<file path="config.mk">
export PLATFORM = sky130hd
export DESIGN_NAME = multicycle_instr_dispatch_flat
export DESIGN_NICKNAME = d
export VERILOG_FILES = /design/src/rtl/multicycle_instr_dispatch_if.sv /design/src/rtl/multicycle_instr_dispatch.sv /design/src/flat_wrapper.sv
export SDC_FILE = /design/constraint.sdc
export NUM_CORES = 1
export LEC_CHECK = 0
export CORE_ASPECT_RATIO = 1.5
export CORE_UTILIZATION = 30
export CTS_CLUSTER_DIAMETER = 150
export CTS_CLUSTER_SIZE = 25
export DETAILED_ROUTE_END_ITERATION = 12
export PLACE_DENSITY = 0.64
export SETUP_SLACK_MARGIN = 0.2
export SLEW_MARGIN = 40
export SYNTH_ARGS = -nofsm -noshare
export SYNTH_HDL_FRONTEND = slang
export SYNTH_SLANG_ARGS = --single-unit
</file>
<file path="constraint.sdc">
create_clock -name clock -period 4.1 [get_ports clock]
set_input_delay 0.82 -clock clock [delete_from_list [all_inputs] [get_ports clock]]
set_output_delay 0.82 -clock clock [all_outputs]
set_load 0.03 [all_outputs]
</file>
<file path="src/rtl/multicycle_instr_dispatch_if.sv">
// Instruction-memory and issue handshake bundle between the dispatcher (master)
// and the program ROM / multicycle opcode unit (slave).
interface multicycle_instr_dispatch_if #(
  parameter int PC_W = 8
);
  logic            imem_rd_en;
  logic [PC_W-1:0] imem_addr;
  logic [7:0]      imem_rdata;
  logic [7:0]      issue_instr;
  logic            issue_valid;
  logic            opcode_done;

  modport master (
    output imem_rd_en,
    output imem_addr,
    input  imem_rdata,
    output issue_instr,
    output issue_valid,
    input  opcode_done
  );

  modport slave (
    input  imem_rd_en,
    input  imem_addr,
    output imem_rdata,
    input  issue_instr,
    input  issue_valid,
    output opcode_done
  );
endinterface

</file>
<file path="src/rtl/multicycle_instr_dispatch.sv">
// Dispatch front end for the multicycle opcode unit: fetch, decode, issue, wait for done.
// Optional WAIT_DONE watchdog is compiled in by defining MC_TIMEOUT_EN.
module multicycle_instr_dispatch #(
  parameter int PC_W           = 8,
  parameter int PROG_LEN       = 16,
  parameter int TIMEOUT_CYCLES = 255
) (
  input  logic                        clock,
  input  logic                        reset,
  input  logic                        run,
  multicycle_instr_dispatch_if.master bus,
  output logic [PC_W-1:0]             pc,
  output logic                        busy,
  output logic                        halted,
  output logic                        illegal_op,
  output logic                        timeout
);

  typedef enum logic [2:0] {
    ST_IDLE      = 3'd0,
    ST_FETCH     = 3'd1,
    ST_LATCH     = 3'd2,
    ST_DECODE    = 3'd3,
    ST_ISSUE     = 3'd4,
    ST_WAIT_DONE = 3'd5,
    ST_HALT      = 3'd6
  } state_t;

  localparam logic [PC_W-1:0] LAST_PC = PC_W'(PROG_LEN - 1);
  localparam logic [PC_W-1:0] PC_ONE  = PC_W'(1);

  state_t          state_r;
  state_t          state_s;
  state_t          retire_state_s;
  logic [PC_W-1:0] pc_r;
  logic [PC_W-1:0] pc_s;
  logic [PC_W-1:0] retire_pc_s;
  logic [7:0]      ir_r;
  logic [7:0]      ir_s;
  logic [7:0]      issue_instr_r;
  logic [7:0]      issue_instr_s;
  logic            illegal_r;
  logic            illegal_s;
  logic            timeout_r;
  logic            timeout_s;
  logic            imem_rd_en_r;
  logic            issue_valid_r;
  logic            busy_r;
  logic            halted_r;

`ifdef MC_TIMEOUT_EN
  localparam logic [15:0] TIMEOUT_LAST = 16'(TIMEOUT_CYCLES - 1);

  logic [15:0] wd_cnt_r;

  // Watchdog counter: cleared while issuing, counts every WAIT_DONE cycle
  always_ff @(posedge clock or posedge reset) begin
    if (reset) begin
      wd_cnt_r <= 16'd0;
    end else if (state_r == ST_ISSUE) begin
      wd_cnt_r <= 16'd0;
    end else if (state_r == ST_WAIT_DONE) begin
      wd_cnt_r <= wd_cnt_r + 16'd1;
    end else begin
      wd_cnt_r <= wd_cnt_r;
    end
  end
`endif

  // Retire target: the last program word ends the program, otherwise advance and honour run
  always_comb begin
    if (pc_r == LAST_PC) begin
      retire_state_s = ST_HALT;
      retire_pc_s    = pc_r;
    end else begin
      retire_pc_s = pc_r + PC_ONE;
      if (run) begin
        retire_state_s = ST_FETCH;
      end else begin
        retire_state_s = ST_IDLE;
      end
    end
  end

  // Next-state, program counter and sticky flag logic
  always_comb begin
    state_s       = state_r;
    pc_s          = pc_r;
    ir_s          = ir_r;
    issue_instr_s = issue_instr_r;
    illegal_s     = illegal_r;
    timeout_s     = timeout_r;
    case (state_r)
      ST_IDLE: begin
        if (run) begin
          state_s = ST_FETCH;
        end else begin
          state_s = ST_IDLE;
        end
      end
      ST_FETCH: begin
        state_s = ST_LATCH;
      end
      ST_LATCH: begin
        ir_s    = bus.imem_rdata;
        state_s = ST_DECODE;
      end
      ST_DECODE: begin
        case (ir_r[7:4])
          4'h0: begin
            state_s = retire_state_s;
            pc_s    = retire_pc_s;
          end
          4'h1, 4'h2, 4'h3, 4'h4, 4'h5: begin
            issue_instr_s = ir_r;
            state_s       = ST_ISSUE;
          end
          4'hF: begin
            state_s = ST_HALT;
          end
          default: begin
            illegal_s = 1'b1;
            state_s   = ST_HALT;
          end
        endcase
      end
      ST_ISSUE: begin
        state_s = ST_WAIT_DONE;
      end
      ST_WAIT_DONE: begin
        // A done arriving on the watchdog limit cycle still retires normally
        if (bus.opcode_done) begin
          state_s = retire_state_s;
          pc_s    = retire_pc_s;
        end else begin
`ifdef MC_TIMEOUT_EN
          if (wd_cnt_r == TIMEOUT_LAST) begin
            timeout_s = 1'b1;
            state_s   = ST_HALT;
          end else begin
            state_s = ST_WAIT_DONE;
          end
`else
          state_s = ST_WAIT_DONE;
`endif
        end
      end
      ST_HALT: begin
        if (!run) begin
          state_s   = ST_IDLE;
          pc_s      = {PC_W{1'b0}};
          illegal_s = 1'b0;
          timeout_s = 1'b0;
        end else begin
          state_s = ST_HALT;
        end
      end
      default: begin
        state_s = ST_IDLE;
      end
    endcase
  end

  // Architectural state registers
  always_ff @(posedge clock or posedge reset) begin
    if (reset) begin
      state_r       <= ST_IDLE;
      pc_r          <= {PC_W{1'b0}};
      ir_r          <= 8'h00;
      issue_instr_r <= 8'h00;
      illegal_r     <= 1'b0;
      timeout_r     <= 1'b0;
    end else begin
      state_r       <= state_s;
      pc_r          <= pc_s;
      ir_r          <= ir_s;
      issue_instr_r <= issue_instr_s;
      illegal_r     <= illegal_s;
      timeout_r     <= timeout_s;
    end
  end

  // Status strobes registered from the next state so they align with the state they describe
  always_ff @(posedge clock or posedge reset) begin
    if (reset) begin
      imem_rd_en_r  <= 1'b0;
      issue_valid_r <= 1'b0;
      busy_r        <= 1'b0;
      halted_r      <= 1'b0;
    end else begin
      imem_rd_en_r  <= (state_s == ST_FETCH);
      issue_valid_r <= (state_s == ST_ISSUE);
      busy_r        <= (state_s != ST_IDLE) && (state_s != ST_HALT);
      halted_r      <= (state_s == ST_HALT);
    end
  end

  assign bus.imem_rd_en  = imem_rd_en_r;
  assign bus.imem_addr   = pc_r;
  assign bus.issue_instr = issue_instr_r;
  assign bus.issue_valid = issue_valid_r;
  assign pc              = pc_r;
  assign busy            = busy_r;
  assign halted          = halted_r;
  assign illegal_op      = illegal_r;
  assign timeout         = timeout_r;

endmodule

</file>
<file path="src/flat_wrapper.sv">
// flat-port wrapper written by rule: the top's interface ports become plain ports
module multicycle_instr_dispatch_flat 
#(
  parameter int PC_W           = 8,
  parameter int PROG_LEN       = 16,
  parameter int TIMEOUT_CYCLES = 255
)
  (clock, reset, run, pc, busy, halted, illegal_op, timeout, bus_imem_rd_en, bus_imem_addr, bus_imem_rdata, bus_issue_instr, bus_issue_valid, bus_opcode_done);
  multicycle_instr_dispatch_if #(.PC_W(PC_W)) bus_i ();
  input  logic clock;
  input  logic reset;
  input  logic run;
  output logic [PC_W-1:0] pc;
  output logic busy;
  output logic halted;
  output logic illegal_op;
  output logic timeout;
  output wire logic [$bits(bus_i.imem_rd_en)-1:0] bus_imem_rd_en;
  output wire logic [$bits(bus_i.imem_addr)-1:0] bus_imem_addr;
  input wire logic [$bits(bus_i.imem_rdata)-1:0] bus_imem_rdata;
  output wire logic [$bits(bus_i.issue_instr)-1:0] bus_issue_instr;
  output wire logic [$bits(bus_i.issue_valid)-1:0] bus_issue_valid;
  input wire logic [$bits(bus_i.opcode_done)-1:0] bus_opcode_done;
  assign bus_imem_rd_en = bus_i.imem_rd_en;
  assign bus_imem_addr = bus_i.imem_addr;
  assign bus_i.imem_rdata = bus_imem_rdata;
  assign bus_issue_instr = bus_i.issue_instr;
  assign bus_issue_valid = bus_i.issue_valid;
  assign bus_i.opcode_done = bus_opcode_done;
  multicycle_instr_dispatch #(.PC_W(PC_W), .PROG_LEN(PROG_LEN), .TIMEOUT_CYCLES(TIMEOUT_CYCLES)) u_core (.clock(clock), .reset(reset), .run(run), .bus(bus_i), .pc(pc), .busy(busy), .halted(halted), .illegal_op(illegal_op), .timeout(timeout));
endmodule
</file>
==> results of run 1 <==
[metal layers]
metal,up-vias,global-route usage,share of wire,routed length [um]
li1,601,-,-,-
met1,615,0.142,0.40,1360
met2,28,0.220,0.56,1880
met3,2,0.0324,0.025,83
met4,0,0.0556,0.011,36
met5,-,0,0,0
[layout by cell type (no fill, tap or decap), drive strengths merged, types with 2 or more instances in the layout]
master / instances
a31oi: 3
a21o: 2
or2: 2
o211ai: 5
nand2b: 3
dfrtp: 32
nor4: 3
o31ai: 4
clkbuf: 5
a21oi: 3
clkdlybuf4s50: 40
or4: 2
inv: 7
o21ai: 8
nand3: 6
nor2: 7
mux2: 15
nor3: 4
a211oi: 3
and3: 2
nand3b: 2
or3: 2
nand2: 9
o2bb2ai: 2
[state kept, by name, summed over array words and instances, names as in the netlist]
register and count:
u_core.state_r 3, u_core.bus.issue_instr 8, u_core.illegal_op 1, u_core.bus.imem_addr 8, u_core.busy 1, u_core.ir_r 8
u_core.bus.imem_rd_en 1, u_core.bus.issue_valid 1, u_core.halted 1
[cells by family (layout without fill, tap and decap cells)]
| family | after synthesis | count (layout) | synth area share |
|---|---|---|---|
| and+or+nand+nor | 45 | 45 | 0.165 |
| other | 1 | 1 | 0.00231 |
| buffers and inverters | 22 | 56 | 0.0733 |
| muxes | 16 | 16 | 0.110 |
| AOI/OAI and AO/OA | 33 | 33 | 0.147 |
| adders and majority gates | 1 | 1 | 0.00771 |
| DFF | 32 | 32 | 0.494 |
[worst paths after layout]
check / startpoint / cells past startpoint / to / slack (ns)
worst max-delay path: u_core.bus.imem_addr[4] / 1 / bus_imem_addr[4] / 1.81
worst min-delay path: u_core.bus.issue_instr[7] / 1 / u_core.bus.issue_instr[7] / 0.50
worst max register to register: u_core.bus.imem_addr[0] / 6 / u_core.bus.imem_addr[3] / 2.02
worst min register to register: u_core.bus.issue_instr[7] / 1 / u_core.bus.issue_instr[7] / 0.50
max in group asynchronous: reset / 3 / u_core.state_r[2] / 2.88
min in group asynchronous: reset / 3 / u_core.bus.issue_instr[5] / 0.92
[through the flow]
step	setup slack, ns	hold slack (ns)	cell area, um^2	std cells
2_1_floorplan	2.24	0.475	1620	150
5_1_grt	1.72	0.520	2130	252
3_5_place_dp	1.57	0.485	2020	244
3_3_place_gp	1.61	0.485	2020	244
4_1_cts	1.80	0.507	2130	252
6_report	1.81	0.501	2130	252
[layout make-up]
type                       instances  area [um^2]
clock inverter                     3         42.5
fill                             487         3030
tap                               68         85.1
timing repair buffer              41          408
inverter                           7         26.3
multi-input combinational         96          702
clock buffer                       5         68.8
sequential                        32          801
[cells in the mapped netlist (3+ instances only)]
cell type,n
dfrtp_1,32
o211ai_1,5
a31oi_1,3
nor3_1,4
mux2_2,15
a211oi_1,3
nand3_1,5
nand2b_1,3
a21oi_1,3
o21ai_0,8
buf_4,9
inv_1,7
o31ai_1,3
nand2_1,9
nor2_1,7
[power groups by stage]
stage	logic [mW]	registers, mW	clock network [mW]
after floorplan	0.427	0.662	0
after global placement	0.727	0.585	0
after detailed placement	0.736	0.588	0
after CTS	0.741	0.584	0.309
after global routing	0.790	0.607	0.324
final	0.729	0.584	0.295
==> results.toml, run 1 <==
[setup_path]
path_max_fanout = 7
crit_family = "buffers and inverters"
worstPathArrival_ns = 1.47
start_kind = "flop"
worstPathRequired_ns = 3.28
cpPeakStageDelay_ns = 0.72
path_buf_inv = 1
path_cells = "clkdlybuf4s50_1"
crit_slowest_cell = "clkdlybuf4s50_1"
worstSetupPathType = "flop to output pin"
end_kind = "output pin"

[drt]
vias_per_cell = 4.94
vias = 1246
drc_errors = 0
drtIter0Drc = 95
final_antenna_net_count = 0
dr.pass1.iters = 4
drt-wirelength-per-cell_um = 13.3
drt_wl_total_mm = 3.36

[yosys]
ys_ff_latch = 32
synth_edf_count = 0
yosysUniqueCellTypes = 40
synth_area_leaders = "dfrtp_1 (49%), mux2_2 (10%), buf_4 (4.2%)"
ys_seq_area_frac = 0.494
avgSynthCellArea_um2 = 10.8
synthArstFlopShare = 1.00
ys.flop_type = "dfrtp_1"
yosysWarnings = 0
syn-cell-area_um2 = 1620
yosysTopAreaCell = "dfrtp_1"
synth_nets = 163
synth_top_area_frac = 0.494
synthCells = 150

[global_route]
antenna_found_initial = 0
grt_max_degree = 33
grt_pass1_wl_mm = 5.41
grt_pass1_vias = 1208
track_usage = 0.128
grt_overflow = 0

[cells_and_area]
area_delta_synth_final_pct = 31.6
finalNetCount = 196
drive_above_1_share = 0.174
fin_util = 0.413
n_antenna_cell = 0

[die]
rows = 32
die_h_um = 92.0
die_area_um2 = 5710
core_area_um2 = 5160
die_w_um = 62.0
start_util = 0.314
pin_count = 42

[cts]
clockRootBuffer = "clkbuf_8"
clock_path_buffers = 2
htreeDepth = 2
cts.repair.resized = 0
ctsHoldBuffers = 0
cts_buffers = 5
clk_latency_ns = 0.28
path_clk_slew_ns = 0.07
tritoncts = "done"
cts_sinks = 32
cts_setup_buffers = 0

[timing]
finalCritPeriodShare = 0.558
final_max_slew_viol_count = 0
setup-violations-final = 0
max-slew-margin-rel = 0.518
worst_pin_slew_ns = 0.721
rsz0062_at_grt = "false"
hold_viol_final = 0
fmax_mhz = 437
clock_skew_ns = 0.00417
period_needed_ns = 2.29
setup_tns_ns = 0

[pwr]
pwr_density_cell_nw_per_um2 = 754
power_leakage_nw = 0.865
p_int_mw = 0.957
pwr-share-comb = 0.453
sequentialPowerShare = 0.363
switching_share = 0.405
p_clk_frac = 0.183
p_switching_mw = 0.651
ir_drop_mv = 0.251
power_mw = 1.61

[min_path]
hold_class = "flop to flop"

[place]
place_congestion = 0.802
dp.final_hpwl_mm = 2.37
portBuffers = 40

[outcome]
status = "completed"

[flow_run]
maxCapViolations = 0
No activity file was read; power rests on OpenSTA's default activity.
==> run 2, diff against run 1 <==
Settings changed: PLACE_DENSITY 0.64 to 0.66.
Clock period 4.1 ns to 2.1 ns, I/O delays scaled along.
==> run 2 against run 1 <==
Clock power is 97% higher. Clock-buffer cell count is 1 higher. Largest cell class unchanged. First-iteration DRC count is 8.4% lower.
==> results.toml, run 2 (same netlist as run 1, synthesis figures left out) <==
[cts]
clock_path_buffers = 2
path_clk_slew_ns = 0.07
tritoncts = "done"
clk_latency_ns = 0.29
htreeDepth = 2
clockRootBuffer = "clkbuf_8"
cts_buffers = 5
cts_sinks = 32
ctsHoldBuffers = 0

[cells_and_area]
multi_input_area_um2 = 728
fillers = 474
stdcell_area_um2 = 2300
regArea_um2 = 803
area_delta_synth_final_pct = 41.7
final_cells = 267
finalNetCount = 211
layout_common_cells = "dfrtp_1 (30), clkdlybuf4s50_1 (26), buf_4 (16)"
drive_above_1_share = 0.256
final_common_cell = "dfrtp_1"
n_antenna_cell = 0

[pwr]
ir_drop_mv = 0.601
power_leakage_nw = 1.16
pwr_density_cell_nw_per_um2 = 1450
power_mw = 3.33

[drt]
vias = 1277
drtIter0Drc = 87
drt-wirelength-per-cell_um = 13.3
vias_per_cell = 4.78
final_antenna_net_count = 0
dr.pass1.iters = 4
drt_wl_total_mm = 3.55
drc_errors = 0

[timing]
final_max_slew_viol_count = 0
clock_skew_ns = 0.0117
setup_ws_ns = 0.279
fmax_mhz = 549
finalCritPeriodShare = 0.867
setup_tns_ns = 0
period_needed_ns = 1.82
hold_viol_final = 0
setup-violations-final = 0
rsz0062_at_grt = "true"

[die]
pin_count = 42
core_area_um2 = 5160
die_area_um2 = 5710
rows = 32
start_util = 0.314
die_h_um = 92.0
die_w_um = 62.0

[setup_path]
path_max_fanout = 7
worstPathRequired_ns = 2.30
end_kind = "flop"
start_kind = "flop"
worstSetupPathType = "flop to flop"
worstPathArrival_ns = 2.02

[outcome]
status = "completed"

[global_route]
grt_pass1_vias = 1343
grt_pass1_wl_mm = 6.00
track_usage = 0.139
grt_overflow = 0
grt_max_degree = 33
antenna_found_initial = 0

[place]
dp_cells = 255
portBuffers = 40
dp.final_hpwl_mm = 2.50
place_area_um2 = 2100
place_congestion = 0.901
place_ws_ns = 0.108

[flow_run]
maxCapViolations = 0

[min_path]
hold_class = "flop to flop"
==> run 2: cell count changes in the layout (fill, tap and decap cells not counted), moves of 2 or more <==
cell             delta
clkdlybuf4s50_1    -14
dfrtp_2             +2
buf_4              +15
dlygate4sd2_1       +2
dfrtp_1             -2
dlymetal6s2s_1     +12
==> run 2: critical path, cell delays in order (launching register included) <==
cell,delay (ns)
dfrtp_1,0.46
nor4_4,0.36
nand2_2,0.17
o41a_1,0.44
o2bb2ai_1,0.17
a31oi_1,0.13
==> run 2: power breakdown <==
| group | leakage, nW | internal, mW | switching, mW |
|---|---|---|---|
| logic | 0.707 | 0.786 | 0.884 |
| registers | 0.400 | 0.867 | 0.211 |
| clock network | 0.0552 | 0.352 | 0.228 |
| total | 1.16 | 2.00 | 1.32 |
==> run 2: timing repair <==
| action | in CTS | in global routing |
|---|---|---|
| resized for setup | 4 | 17 |
| gates cloned | 0 | 0 |
| setup buffers | 0 | 4 |
| endpoints found under the setup margin | 7 | 26 |
| endpoints found under the hold margin | 0 | 0 |
| pin swaps | 0 | 1 |
==> run 2: layout make-up <==
type                    count  share of cell area
repair buffers             56               0.238
well taps                  68              0.0370
flip-flops and latches     32               0.349
clock buffers               6              0.0316
inverters                   7              0.0114
clock inverters             2              0.0152
multi-input cells          96               0.317
==> run 2: layer usage <==
metal,vias to the layer above,share of wire,GRT usage
li1,633,-,-
met1,612,0.40,0.160
met2,28,0.55,0.236
met3,4,0.039,0.0324
met4,0,0.010,0.0593
met5,-,0,0
==> run 2: final timing paths <==
check / cells past startpoint / to / slack, ns / start
min in group asynchronous: 3 / u_core.ir_r[4] / 0.51 / reset
max in group asynchronous: 3 / u_core.state_r[1] / 1.26 / reset
worst min register to register: 1 / u_core.bus.issue_instr[3] / 0.50 / u_core.ir_r[3]
worst max-delay path: 5 / u_core.busy / 0.28 / u_core.bus.imem_addr[5]
worst min-delay path: 1 / u_core.bus.issue_instr[3] / 0.50 / u_core.ir_r[3]
worst max register to register: 5 / u_core.busy / 0.28 / u_core.bus.imem_addr[5]
==> run 2: per-stage QoR <==
step                      hold slack [ns]   util
after CTS                           0.506  0.429
after floorplan                     0.475      -
after global routing                0.524  0.445
after detailed placement            0.485  0.407
after global placement              0.482  0.407
final                               0.499  0.445
==> run 3, diff against run 2 <==
==> constraint.sdc (replaced) <==
create_clock -name clock -period 2.1 [get_ports clock]
set_input_delay 0.315 -clock clock [delete_from_list [all_inputs] [get_ports clock]]
set_output_delay 0.315 -clock clock [all_outputs]
set_load 0.03 [all_outputs]
==> run 3 against run 2 <==
Global-route usage decreased by 0.28 points. Clock-buffer cell count did not move. Setup slack worse by 0.025 ns. Register-to-register slack got worse by 0.03 ns. Worst hold slack worse by 0.090 ns. Flip-flop and latch count unchanged. Critical endpoint unchanged. Largest cell class unchanged. Highest routed layer unchanged.
==> results.toml, run 3 (same netlist as run 1, synthesis figures left out) <==
[outcome]
status = "completed"

[cts]
cts_setup_buffers = 0
htreeDepth = 2
cts_buffers = 5
path_clk_slew_ns = 0.06
clockRootBuffer = "clkbuf_8"
tritoncts = "done"
cts_sinks = 32
clock_path_buffers = 2
clk_latency_ns = 0.28

[die]
core_area_um2 = 5160
die_h_um = 92.0
rows = 32
start_util = 0.314
die_area_um2 = 5710
die_w_um = 62.0
pin_count = 42

[pwr]
switching_share = 0.400
pwr_density_cell_nw_per_um2 = 1470
sequentialPowerShare = 0.329
pwr-share-comb = 0.500
p_switching_mw = 1.32
p_int_mw = 1.98
p_clk_frac = 0.171
power_leakage_nw = 0.926
ir_drop_mv = 0.734

[flow_run]
maxCapViolations = 0

[timing]
rsz0062_at_grt = "true"
fmax_mhz = 541
clock_skew_ns = 0.00249
setup-violations-final = 0
finalCritPeriodShare = 0.879
setup_tns_ns = 0
final_max_slew_viol_count = 0
period_needed_ns = 1.85
hold_viol_final = 0

[global_route]
grt_pass1_wl_mm = 5.78
grt_max_degree = 33
antenna_found_initial = 0
track_usage = 0.137
grt_pass1_vias = 1237
grt_overflow = 0

[cells_and_area]
fillers = 476
layout_common_cells = "clkdlybuf4s50_1 (40), dfrtp_1 (30), mux2_2 (15)"
finalNetCount = 207
area_delta_synth_final_pct = 38.5
drive_above_1_share = 0.246
stdcell_area_um2 = 2250
final_cells = 263
n_antenna_cell = 0
final_common_cell = "clkdlybuf4s50_1"

[drt]
vias = 1301
vias_per_cell = 4.95
dr.pass1.iters = 4
drt-wirelength-per-cell_um = 13.0
final_antenna_net_count = 0
drt_wl_total_mm = 3.42
drc_errors = 0
drtIter0Drc = 60

[setup_path]
path_max_fanout = 5
cp-endpoint = "u_core.busy"
reg2reg_slack_ns = 0.25
worstPathArrival_ns = 1.99
ff2ff_path_depth = 6
reg2reg_from = "u_core.bus.imem_addr[1]"
worstSetupPathType = "flop to flop"
startpoint = "u_core.bus.imem_addr[1]"
worstPathRequired_ns = 2.24
r2r_end = "u_core.busy"
end_kind = "flop"
start_kind = "flop"

[place]
portBuffers = 40
place_congestion = 0.906
dp_cells = 255
place_area_um2 = 2100
dp.final_hpwl_mm = 2.50

[min_path]
hold_class = "input pin to async pin"
## run 3: per-stage QoR
| stage | setup slack, ns | total power [mW] | hold WS [ns] | utilization |
|---|---|---|---|---|
| final | 0.253 | 3.30 | 0.409 | 0.435 |
| after global routing | 0.189 | 3.52 | 0.459 | 0.435 |
| after CTS | 0.203 | 3.30 | 0.434 | 0.430 |
| after detailed placement | 0.161 | 2.70 | 0.489 | 0.407 |
| after global placement | 0.198 | 2.69 | 0.484 | 0.407 |
| after floorplan | 0.238 | 2.13 | 0.431 | - |
## run 3: power by group through the flow
stage	Sequential, mW	Clock, mW	Combinational [mW]
2_1_floorplan	1.29	0	0.834
3_3_place_gp	1.09	0	1.59
3_5_place_dp	1.10	0	1.61
4_1_cts	1.08	0.581	1.64
5_1_grt	1.14	0.615	1.77
6_report	1.09	0.566	1.65
## run 3: area by class of cell
class,instances,area (um^2),area share
multi-input combinational,96,733,0.326
timing repair buffer,52,490,0.218
clock inverter,2,35.0,0.0156
inverter,7,26.3,0.0117
sequential,32,803,0.358
tap,68,85.1,0.0379
clock buffer,6,72.6,0.0323
## run 3: timing repair
item	4_1_cts	5_1_grt
gates resized for setup	2	6
hold buffers	0	0
gates cloned	0	0
endpoints found under the setup margin	2	13
pin swaps	0	1
## run 3: metal layers
metal / vias to the layer above / wire length (um) / global-route usage
met2: 34 / 1890 / 0.227
met1: 643 / 1340 / 0.163
li1: 619 / - / -
met5: - / 0 / 0
met4: 0 / 48 / 0.0500
met3: 5 / 142 / 0.0353
## run 3: worst max-delay path: stages, from the launching register on
cell,delay (ns)
dfrtp_1,0.42
ha_1,0.22
and3_2,0.25
a31oi_1,0.20
nor3_1,0.09
a211oi_1,0.36
a31oi_1,0.16
## run 3: worst min path at each step
stage / start / end / depth (start not counted) / slack (ns)
finish: reset / u_core.bus.issue_valid / 3 / 0.41
global route: reset / u_core.bus.issue_valid / 3 / 0.46
global placement: u_core.ir_r[0] / u_core.bus.issue_instr[0] / 1 / 0.48
detailed placement: u_core.bus.issue_instr[7] / u_core.bus.issue_instr[7] / 1 / 0.49
CTS: reset / u_core.bus.issue_valid / 3 / 0.43
floorplan: reset / u_core.bus.imem_addr[0] / 1 / 0.43
==> RTL change, RTL diff (settings of run 2) <==
`PROG_LEN` is set to 16 in 2 places; all go to 8.
--- a/src/rtl/multicycle_instr_dispatch.sv
+++ b/src/rtl/multicycle_instr_dispatch.sv
@@ -4,3 +4,3 @@
   parameter int PC_W           = 8,
-  parameter int PROG_LEN       = 16,
+  parameter int PROG_LEN       = 8,
   parameter int TIMEOUT_CYCLES = 255
--- a/src/flat_wrapper.sv
+++ b/src/flat_wrapper.sv
@@ -4,3 +4,3 @@
   parameter int PC_W           = 8,
-  parameter int PROG_LEN       = 16,
+  parameter int PROG_LEN       = 8,
   parameter int TIMEOUT_CYCLES = 255
Behaviour: no difference found for any inputs over 10 cycles, from zero or initial values and one cycle with reset high; that may be too few to reach the edited logic, so the function may still have changed.
==> RTL change against run 2 <==
Maximum frequency is 10% lower; sequential cell count stayed put; setup slack worse by 0.21 ns; final cell count is 3.7% higher; via count is 9.2% higher; synthesized area is 0.46% higher; power is 9.7% higher; routed wire length is 9.4% higher; cell area is 6.8% higher; critical endpoint is now u_core.bus.imem_addr[6]; highest routed layer unchanged.
==> RTL change: results (changes against run 2) <==
placed_cells_incl_taps: 262  # was 255
syn_avg_cell_area_um2: 10.65  # was 10.81 um2
drive_above_1_share_pct: 34.45  # was 25.63%
leakage_uw: 0.001123  # was 0.001162 uW
path_clk_slew_ns: 0.08
slowest_delay_ns: 0.58  # was 0.46 ns
postRouteAntennaNets: 0  # unchanged
fin_nets: 221  # was 211
ys_types: 43  # was 40
grt_max_degree: 33  # unchanged
antenna_found_initial: 0  # unchanged
dp_hpwl_um: 2530  # was 2495 um
status: "complete, no violations"  # unchanged
cp_slowest_cell: "or4_4"  # was dfrtp_1
drt_pass1_iterations: 4  # unchanged
peakVddDrop_mv: 0.7358  # was 0.6007 mV
port_buffers: 40  # unchanged
antenna_cells: 0  # unchanged
seq_area_frac_synth_pct: 49.16  # was 49.38%
grt_usage_pct: 13.49  # was 13.95%
crit_fanout: 4  # was 7
wl_per_cell_um: 14.01  # was 13.28 um
drt-initial-drc-count: 39  # was 87
routed_wl_um: 3881  # was 3546 um
cts_max_level: 2  # unchanged
yosysWarnings: 0  # unchanged
cts_buffers: 5  # unchanged
gp_congestion: 0.8824  # was 0.9010
pre_cts_ws_ns: 0.04632  # was 0.1081 ns
async_reset_ff_share_pct: 100.0  # unchanged
clockBufferDepth: 2  # unchanged
vias_per_cell: 5.032  # was 4.783
synth_fp_nets: 166  # was 163
hp-class: "in -> async"  # was reg -> reg
grt_pass1_wl_um: 6113  # was 6003 um
fin_skew_ns: 0.006877  # was 0.01172 ns
grt_pass1_vias: 1363  # was 1343
synthTopCellsByCount: "dfrtp_1 (32), mux2_2 (16), a21oi_1 (13)"  # was dfrtp_1 (32), mux2_2 (15), buf_4 (9), nand2_1 (9), o21ai_0 (8)
cts-root-buf: "clkbuf_8"  # unchanged
worstSkewPairLatency_ns: 0.29  # about the same
synthTopCellsByArea: "dfrtp_1 (49%), mux2_2 (11%), buf_4 (4.1%), a21oi_1 (4.0%), or3_1 (2.3%)"  # was dfrtp_1 (49%), mux2_2 (10%), buf_4 (4.2%), o21ai_0 (2.5%), o211ai_1 (2.3%)
path_delay_family: "simple AND/OR/NAND/NOR gates"  # was compound AO/OA/AOI/OAI gates
crit_arrival_ns: 2.25  # was 2.02 ns
## RTL change: worst paths after layout
kind,start,to,slack (ns),cells after the start
worst max-delay path,u_core.ir_r[4],u_core.bus.imem_addr[6],0.07,6
worst min-delay path,reset,u_core.bus.imem_addr[1],0.51,3
worst max register to register,u_core.ir_r[4],u_core.bus.imem_addr[6],0.07,6
worst min register to register,u_core.ir_r[0],u_core.ir_r[0],0.51,1
max in group asynchronous,reset,u_core.state_r[0],1.27,3
min in group clock,u_core.ir_r[0],u_core.ir_r[0],0.51,1
## RTL change: kinds of logic (layout without fill, tap and decap cells)
| family | Yosys count | in the layout | synth area share [%] |
|---|---|---|---|
| flip-flops | 32 | 32 | 49.16 |
| adder cells (fa/ha/maj) | 1 | 1 | 0.7679 |
| buffers and inverters | 18 | 73 | 6.912 |
| other | 1 | 1 | 0.2302 |
| multiplexers | 16 | 16 | 11.06 |
| AO/OA/AOI/OAI | 38 | 39 | 14.44 |
| AND/OR/NAND/NOR | 47 | 47 | 17.44 |
## RTL change: worst min-delay path: cells and delay by family
family                 cells  cell delay [ns]
buffers and inverters      3             0.80
## RTL change: layer usage
layer | routed length, um | track usage [%] | part of all wire (%) | vias to the layer above
met1 | 1492 | 14.07 | 38 | 674
li1 | - | - | - | 670
met2 | 2146 | 24.45 | 55 | 42
met3 | 173 | 3.607 | 4.5 | 8
met5 | 0 | 0 | 0 | -
met4 | 69 | 6.977 | 1.8 | 0
## RTL change: cell type report
class / instances / area (um2)
clock inverter: 3 / 46.29
tap: 68 / 85.08
fill: 467 / 2710
timing repair buffer: 60 / 564.3
inverter: 5 / 18.77
sequential: 32 / 804.5
clock buffer: 5 / 68.82
multi-input combinational: 104 / 867.1
## RTL change: power by group
part           internal (uW)  leakage (uW)  switching, uW
Sequential               872      0.000398            230
Clock                    357     0.0000548            251
Combinational            925      0.000670           1020
## RTL change: per-stage QoR
step           cell area (um2)  total power [uW]
6_report                  2455              3651
5_1_grt                   2455              3888
4_1_cts                   2296              3491
3_5_place_dp              2158              2855
3_3_place_gp              2158              2844
2_1_floorplan             1662              2262
## RTL change: repair_timing
action	in CTS	in global routing
endpoints found under the setup margin	13	22
hold endpoints to repair	0	0
resized for setup	9	28
buffers inserted	1	5
cloned	1	0
pin swaps	3	12
